### config.mk
export PLATFORM = sky130hd
export DESIGN_NAME = uart_operand_ctrl
export DESIGN_NICKNAME = d
export VERILOG_FILES = /design/src/rtl/uart_operand_ctrl.sv
export SDC_FILE = /design/constraint.sdc
export NUM_CORES = 1
export LEC_CHECK = 0
export ABC_AREA = 1
export CORE_UTILIZATION = 50
export CTS_CLUSTER_DIAMETER = 60
export CTS_CLUSTER_SIZE = 10
export DETAILED_ROUTE_END_ITERATION = 8
export DONT_BUFFER_PORTS = 1
export SYNTH_ARGS = -nofsm -noshare
export SYNTH_HDL_FRONTEND = slang
export SYNTH_SLANG_ARGS = --single-unit
export TNS_END_PERCENT = 5
### constraint.sdc
create_clock -name clk_i -period 2 [get_ports clk_i]
set_input_delay 0.5 -clock clk_i [delete_from_list [all_inputs] [get_ports clk_i]]
set_output_delay 0.5 -clock clk_i [all_outputs]
set_load 0.02 [all_outputs]
### src/rtl/uart_operand_ctrl.sv
// uart_operand_ctrl: sequences the UART <-> CPU operand/result data path.
// The RX side collects two bytes and writes each into the ID-stage register file through the
// shared write port, yielding to WB. It then raises an interrupt to IF.
// The TX side holds one result byte and launches it on the UART transmitter.
module uart_operand_ctrl #(
  parameter int unsigned DATA_W      = 8,
  parameter int unsigned TIMEOUT_CYC = 1000000,
  parameter int unsigned CNT_W       = 20
) (
  input  logic              clk_i,
  input  logic              rst_i,
  // UART receiver
  input  logic              rx_valid_i,
  input  logic [DATA_W-1:0] rx_data_i,
  // Register-file write port shared with WB
  input  logic              wb_busy_i,
  output logic              uart_signal_o,
  output logic              uart_flag_o,
  output logic [DATA_W-1:0] uart_rx_data_o,
  // Interrupt handshake with the CPU
  output logic              irq_o,
  input  logic              int_ack_i,
  // Result byte from the CPU to the UART transmitter
  input  logic              result_valid_i,
  input  logic [DATA_W-1:0] result_data_i,
  input  logic              tx_ready_i,
  output logic              tx_start_o,
  output logic [DATA_W-1:0] tx_data_o,
  // Sticky error flags, cleared by int_ack
  output logic              rx_overrun_o,
  output logic              tx_drop_o
);

  typedef enum logic [2:0] {
    StWaitOp1,
    StPendOp1,
    StWaitOp2,
    StPendOp2,
    StIrq
  } rx_state_e;

  localparam logic [CNT_W-1:0] TimeoutLast = CNT_W'(TIMEOUT_CYC - 1);

  rx_state_e         state_q, state_d;
  logic [DATA_W-1:0] hold_q, hold_d;
  logic [CNT_W-1:0]  cnt_q, cnt_d;
  logic              rx_overrun_q, rx_overrun_d;
  logic              tx_drop_q, tx_drop_d;
  logic              tx_full_q, tx_full_d;
  logic [DATA_W-1:0] tx_data_q, tx_data_d;

  logic              rx_drop;
  logic              tx_drop_evt;
  logic              tx_start;
  logic              uart_signal;
  logic              uart_flag;

  // RX sequencer: next state, operand hold register, timeout counter and write strobe.
  always_comb begin
    state_d     = state_q;
    hold_d      = hold_q;
    cnt_d       = cnt_q;
    rx_drop     = 1'b0;
    uart_signal = 1'b0;
    uart_flag   = 1'b0;
    case (state_q)
      StWaitOp1: begin
        if (rx_valid_i) begin
          hold_d  = rx_data_i;
          state_d = StPendOp1;
        end
      end
      StPendOp1: begin
        // WB owns the write port whenever it is busy; we just retry next cycle.
        uart_signal = !wb_busy_i;
        rx_drop     = rx_valid_i;
        if (!wb_busy_i) begin
          state_d = StWaitOp2;
          cnt_d   = '0;
        end
      end
      StWaitOp2: begin
        cnt_d = cnt_q + 1'b1;
        // A byte arriving on the last timeout cycle still counts as operand2.
        if (rx_valid_i) begin
          hold_d  = rx_data_i;
          state_d = StPendOp2;
        end else if (cnt_q == TimeoutLast) begin
          state_d = StWaitOp1;
        end
      end
      StPendOp2: begin
        uart_signal = !wb_busy_i;
        uart_flag   = 1'b1;
        rx_drop     = rx_valid_i;
        if (!wb_busy_i) begin
          state_d = StIrq;
        end
      end
      StIrq: begin
        if (int_ack_i) begin
          // The ack frees the sequencer, so a byte in the same cycle starts a new pair.
          if (rx_valid_i) begin
            hold_d  = rx_data_i;
            state_d = StPendOp1;
          end else begin
            state_d = StWaitOp1;
          end
        end else begin
          rx_drop = rx_valid_i;
        end
      end
      default: begin
        state_d = StWaitOp1;
      end
    endcase
  end

  // Single-entry TX buffer; a slot freed by tx_start can be refilled in the same cycle.
  always_comb begin
    tx_start    = tx_full_q & tx_ready_i;
    tx_full_d   = tx_full_q;
    tx_data_d   = tx_data_q;
    tx_drop_evt = 1'b0;
    if (result_valid_i && (!tx_full_q || tx_start)) begin
      tx_data_d = result_data_i;
      tx_full_d = 1'b1;
    end else begin
      if (tx_start) begin
        tx_full_d = 1'b0;
      end
      tx_drop_evt = result_valid_i;
    end
  end

  // Sticky error flags: a set event in the same cycle beats the int_ack clear.
  always_comb begin
    rx_overrun_d = rx_overrun_q;
    tx_drop_d    = tx_drop_q;
    if (int_ack_i) begin
      rx_overrun_d = 1'b0;
      tx_drop_d    = 1'b0;
    end
    if (rx_drop) begin
      rx_overrun_d = 1'b1;
    end
    if (tx_drop_evt) begin
      tx_drop_d = 1'b1;
    end
  end

  // State registers.
  always_ff @(posedge clk_i or posedge rst_i) begin
    if (rst_i) begin
      state_q      <= StWaitOp1;
      hold_q       <= '0;
      cnt_q        <= '0;
      rx_overrun_q <= 1'b0;
      tx_drop_q    <= 1'b0;
      tx_full_q    <= 1'b0;
      tx_data_q    <= '0;
    end else begin
      state_q      <= state_d;
      hold_q       <= hold_d;
      cnt_q        <= cnt_d;
      rx_overrun_q <= rx_overrun_d;
      tx_drop_q    <= tx_drop_d;
      tx_full_q    <= tx_full_d;
      tx_data_q    <= tx_data_d;
    end
  end

  // Output drive.
  always_comb begin
    uart_signal_o  = uart_signal;
    uart_flag_o    = uart_flag;
    uart_rx_data_o = hold_q;
    irq_o          = (state_q == StIrq);
    tx_start_o     = tx_start;
    tx_data_o      = tx_data_q;
    rx_overrun_o   = rx_overrun_q;
    tx_drop_o      = tx_drop_q;
  end

endmodule

==> Word level (Yosys, flattened, before mapping) <==
Cells that the tools add are included.
{ "word_totals": {"register_bits": 42, "inputBits": 23, "out_inout_bits": 22} }
{ "op_classes": {"addsub": 1, "eq_ne": 10, "mux": 23, "n_bitwise": 1, "reduce_logical": 15} }
{ "op_table": {"columns": ["cell", "count"], "rows": [
  ["20-bit case mux with 2 select lines", 1],
  ["20-bit by 1-bit adder with 20-bit output (second input constant)", 1],
  ["20-bit == test (second input constant)", 1],
  ["20-bit 2-to-1 mux", 1],
  ["3-bit 2-to-1 mux", 6],
  ["8-bit 2-to-1 mux", 2],
  ["8-bit case mux with 2 select lines", 1],
  ["3-bit case mux with 5 select lines", 1],
  ["1-bit 2-to-1 mux", 10],
  ["2-bit nonzero test", 5],
  ["3-bit by 2-bit == test with 1-bit output (second input constant)", 2],
  ["2-bit != test (second input constant)", 3],
  ["5-bit AND reduction", 1],
  ["2-bit AND reduction", 2],
  ["2-bit OR reduction", 2],
  ["3-bit by 1-bit == test with 1-bit output (second input constant)", 1],
  ["3-bit == test (second input constant)", 1],
  ["3-bit logical NOT", 1],
  ["3-bit != test (second input constant)", 1],
  ["1-bit logical NOT", 2],
  ["2-bit by 1-bit != test with 1-bit output (second input constant)", 1],
  ["1-bit case mux with 2 select lines", 1],
  ["1-bit bitwise AND", 1],
  ["1-bit logical AND", 1],
  ["1-bit logical OR", 1]
]} }

==> Depth between registers and ports, before layout <==
{ "logic_depth": {"ltp_word": 5, "mapped_depth": 10} }

==> Least setup slack after synthesis <==
OpenSTA, ideal clock, no wires.
{ "synth_timing": {"kind": "reg2out", "startpoint": "register state_q[2]", "endpoint": "output port uart_flag_o", "arrival_ns": 0.905, "path_slack_ns": 0.595, "stages_incl_launch_ff": 4, "cell_sequence": "dfrtp_1 -> inv_1 -> nand2_2 -> nor2_1"} }
{ "synth_via": {"elab_chain_len": 2} }
{ "synth_rtl": {"columns": ["element", "line_no", "rtl"], "rows": [
  ["from (decl)", "44", "rx_state_e state_q, state_d;"],
  ["from (signal assigned)", "155", "state_q <= StWaitOp1;"],
  ["from (signal assigned)", "163", "state_q <= state_d;"],
  ["3-bit by 2-bit == test with 1-bit output", "66", "case (state_q)"],
  ["1-bit 2-to-1 mux", "66", null],
  ["to (decl)", "18", "output logic uart_flag_o,"]
]} }
No other way between the ends.

==> Final worst setup path <==
Ends and elaborated chain as after synthesis.

==> run_results.csv <==
group,metric,value,unit
clock_network,clkTransAtPathRegs,0.08,ns
final_layout,areaGrowthSynthToFinish,7.98,%
global_route,grt_util_all_layers,0.203,
critical_path,rr_startpoint,"cnt_q[0]$_DFFE_PP0P_",
pwr,power,2.96,mW
critical_path,regToRegSetupSlack,0.36,ns
clock_network,cts_root_buf,"clkbuf_8",
global_route,antenna_found_initial,0,
timing,whs,0.127,ns
clock_network,cts_max_level,2,
placement,dp_slack,0.368,ns
critical_path,worstPathArrival,1.31,ns
floorplanning,fp.coreArea,4140,um2
drt,drt.antenna.violating_nets,0,
critical_path,critical_path.max_stage_delay,0.39,ns
floorplanning,die-area,4750,um2
clock_network,clock_latency,0.29,ns
pwr,ir_drop,727,uV
flow_run,max_cap_violations,0,
critical_path,worstSetupStartpointType,"flip-flop",
timing,relSlewSlack,0.497,
drt,first_pass_iters,9,
drt,drt_wl_total,4250,um
timing,setup_ws,0.187,ns
floorplanning,die_y,68.9,um
clock_network,clockBufferDepth,2,
final_layout,finalNonFillerCells,345,
yosys,synth_compound_area_frac,0.0944,
placement,numPortBuffers,0,
critical_path,crit_start,"state_q[2]$_DFFE_PP0P_",
final_layout,diodes,0,
floorplanning,initial_core_util,0.541,
drt,drt_iter0_markers,61,
global_route,gr-total-overflow,0,
clock_network,numCtsBuffers,5,
clock_network,postCtsHoldBufs,0,
yosys,synth_cell_type_count,28,
critical_path,cp-end-kind,"output pin",
floorplanning,fp-row-count,23,
global_route,grt_max_degree,23,
yosys,synthAdderAreaFrac,0.00558,
clock_network,cts_resized,0,
timing,slew_violations,0,
critical_path,slowest_stage,"dfrtp_1",
global_route,grt_pass1_vias,1553,
yosys,synth-seq-area-share,0.469,
placement,gp_congestion,0.862,
yosys,syn_inst,285,
clock_network,post-cts-setup-buffer-count,0,
yosys,synth_top_family_by_area,"simple AND/OR/NAND/NOR gates",
yosys,synth-seq-cells,42,
placement,hpwl,3230,um
timing,min_period_over_period,0.906,
critical_path,r2r-end,"cnt_q[14]$_DFFE_PP0P_",
yosys,syn-num-nets,309,
clock_network,cts_tree,"built",
floorplanning,io_pins,45,
yosys,yosys.area_share.xor_xnor,0.00782,
yosys,synthMuxAreaShare,0.0402,
timing,finalSetupTns,0,ns
timing,rsz0062_at_grt,"false",
drt,dr_total_vias,1739,
yosys,avgSynthCellArea,7.86,um2
timing,fmax,552,MHz
timing,worst_pin_slew,0.750,ns
timing,setup_viol,0,
timing,skew,0.00418,ns
clock_network,clock_sinks,42,
yosys,yosys_warnings,0,
global_route,grt_pass1_wl,6960,um
critical_path,critPathMaxFanout,5,
drt,post_drt_wl_per_cell,12.3,um
final_layout,final_nets,318,
timing,fin_crit,1.81,ns
outcome,outcome,"finished, final reports clean",
critical_path,crit_chain,"inv_1 > nand2_2 > nor2_1",
critical_path,critPathKind,"reg2out",
critical_path,rr_worst_depth,8,
yosys,synth_area,2240,um2
critical_path,worstPathRequired,1.50,ns
pwr,power_density,1220,nW/um2
timing,finalHoldViolations,0,
drt,avgViaCountPerCell,5.04,
pwr,p_leak,1.10,nW
yosys,yosys.area_share.simple,0.295,
final_layout,drive_gt1_frac,0.146,
drt,drc,0,
hold_path,worstHoldPathType,"in2async",
placement,placed_cells,337,
floorplanning,fp.dieW,68.9,um
==> per-stage QoR <==
stage / area (um2) / util
2_1_floorplan: 2240 / -
3_3_place_gp: 2310 / 0.558
3_5_place_dp: 2310 / 0.558
4_1_cts: 2420 / 0.584
5_1_grt: 2420 / 0.584
6_report: 2420 / 0.584
==> worst max-delay path: cells and delay by family, from the launching register on <==
family / cells / cell delay [ns]
buffers and inverters: 1 / 0.15
and+or+nand+nor: 2 / 0.48
DFF: 1 / 0.39
==> registers in the layout, summed over array words and instances, names as in the netlist <==
name	flops
cnt_q	20
state_q	3
tx_drop_o	1
tx_full_q	1
rx_overrun_o	1
tx_data_o	8
uart_rx_data_o	8
==> placed cells by master, fill, tap and decap left out, types with 6 or more instances in the layout <==
master and instances:
a21oi_1 8, dfrtp_1 42, inv_1 39, mux2_2 8
nand2_1 76, nand3_1 19, nor2_1 44, o21ai_0 6
o21ai_1 7, o21ai_2 8
==> routing by layer <==
metal  share of wire  track usage
met1            0.48        0.258
met5               0            0
met2            0.46        0.323
met3           0.049       0.0658
met4           0.014       0.0740
==> cell families (layout without fill, tap and decap cells) <==
group | count (synthesis) | after routing
flops | 42 | 42
compound gates | 32 | 32
fa+ha+maj | 1 | 1
xor+xnor | 2 | 2
buf+inv | 47 | 57
simple gates | 153 | 153
mux | 8 | 8
==> cell type report <==
class / instances / area, um2
fillers: 391 / 1720
flip-flops and latches: 42 / 1050
multi-input cells: 196 / 993
inverters: 45 / 174
clock buffers: 5 / 68.8
well taps: 50 / 62.6
clock inverters: 3 / 40.0
repair buffers: 4 / 30.0
==> power by group <==
group,leakage [nW],switching (mW),internal (mW)
registers,0.543,0.387,1.08
clock network,0.0579,0.282,0.367
logic,0.499,0.532,0.313
total,1.10,1.20,1.76
==> synth_stat cells <==
| library cell | instances | area [um2] |
|---|---|---|
| o21ai_0 | 6 | 30.0 |
| nand2_2 | 2 | 12.5 |
| buf_8 | 1 | 15.0 |
| ha_1 | 1 | 12.5 |
| xnor2_1 | 1 | 8.76 |
| nand2_4 | 1 | 11.3 |
| mux2_2 | 8 | 90.1 |
| nand3_1 | 19 | 95.1 |
| inv_6 | 1 | 8.76 |
| o21ai_1 | 7 | 35.0 |
| a22o_1 | 1 | 8.76 |
| nor3_1 | 2 | 10.0 |
| nor2_1 | 44 | 165 |
| dfrtp_1 | 42 | 1050 |
| o211ai_4 | 1 | 21.3 |
| buf_4 | 1 | 7.51 |
| xor2_1 | 1 | 8.76 |
| nand2_1 | 76 | 285 |
| nor2_4 | 3 | 33.8 |
| nand4_1 | 2 | 12.5 |
| o21ai_2 | 8 | 70.1 |
| o22ai_1 | 1 | 6.26 |
| nand3_4 | 1 | 17.5 |
| inv_1 | 40 | 150 |
| a21oi_1 | 8 | 40.0 |
| nor2_2 | 2 | 12.5 |
| and2_0 | 1 | 6.26 |
| inv_2 | 4 | 15.0 |
==> worst max-delay path by stage <==
| stage | to | cells after the start | slack, ns |
|---|---|---|---|
| after global placement | cnt_q[14]$_DFFE_PP0P_ | 8 | 0.44 |
| after floorplan | cnt_q[0]$_DFFE_PP0P_ | 1 | 0.53 |
| after CTS | uart_flag_o | 3 | 0.17 |
| after detailed placement | cnt_q[14]$_DFFE_PP0P_ | 8 | 0.37 |
| after global routing | uart_flag_o | 3 | 0.09 |
| final | uart_flag_o | 3 | 0.19 |
Power figures use the tool's default switching activity.
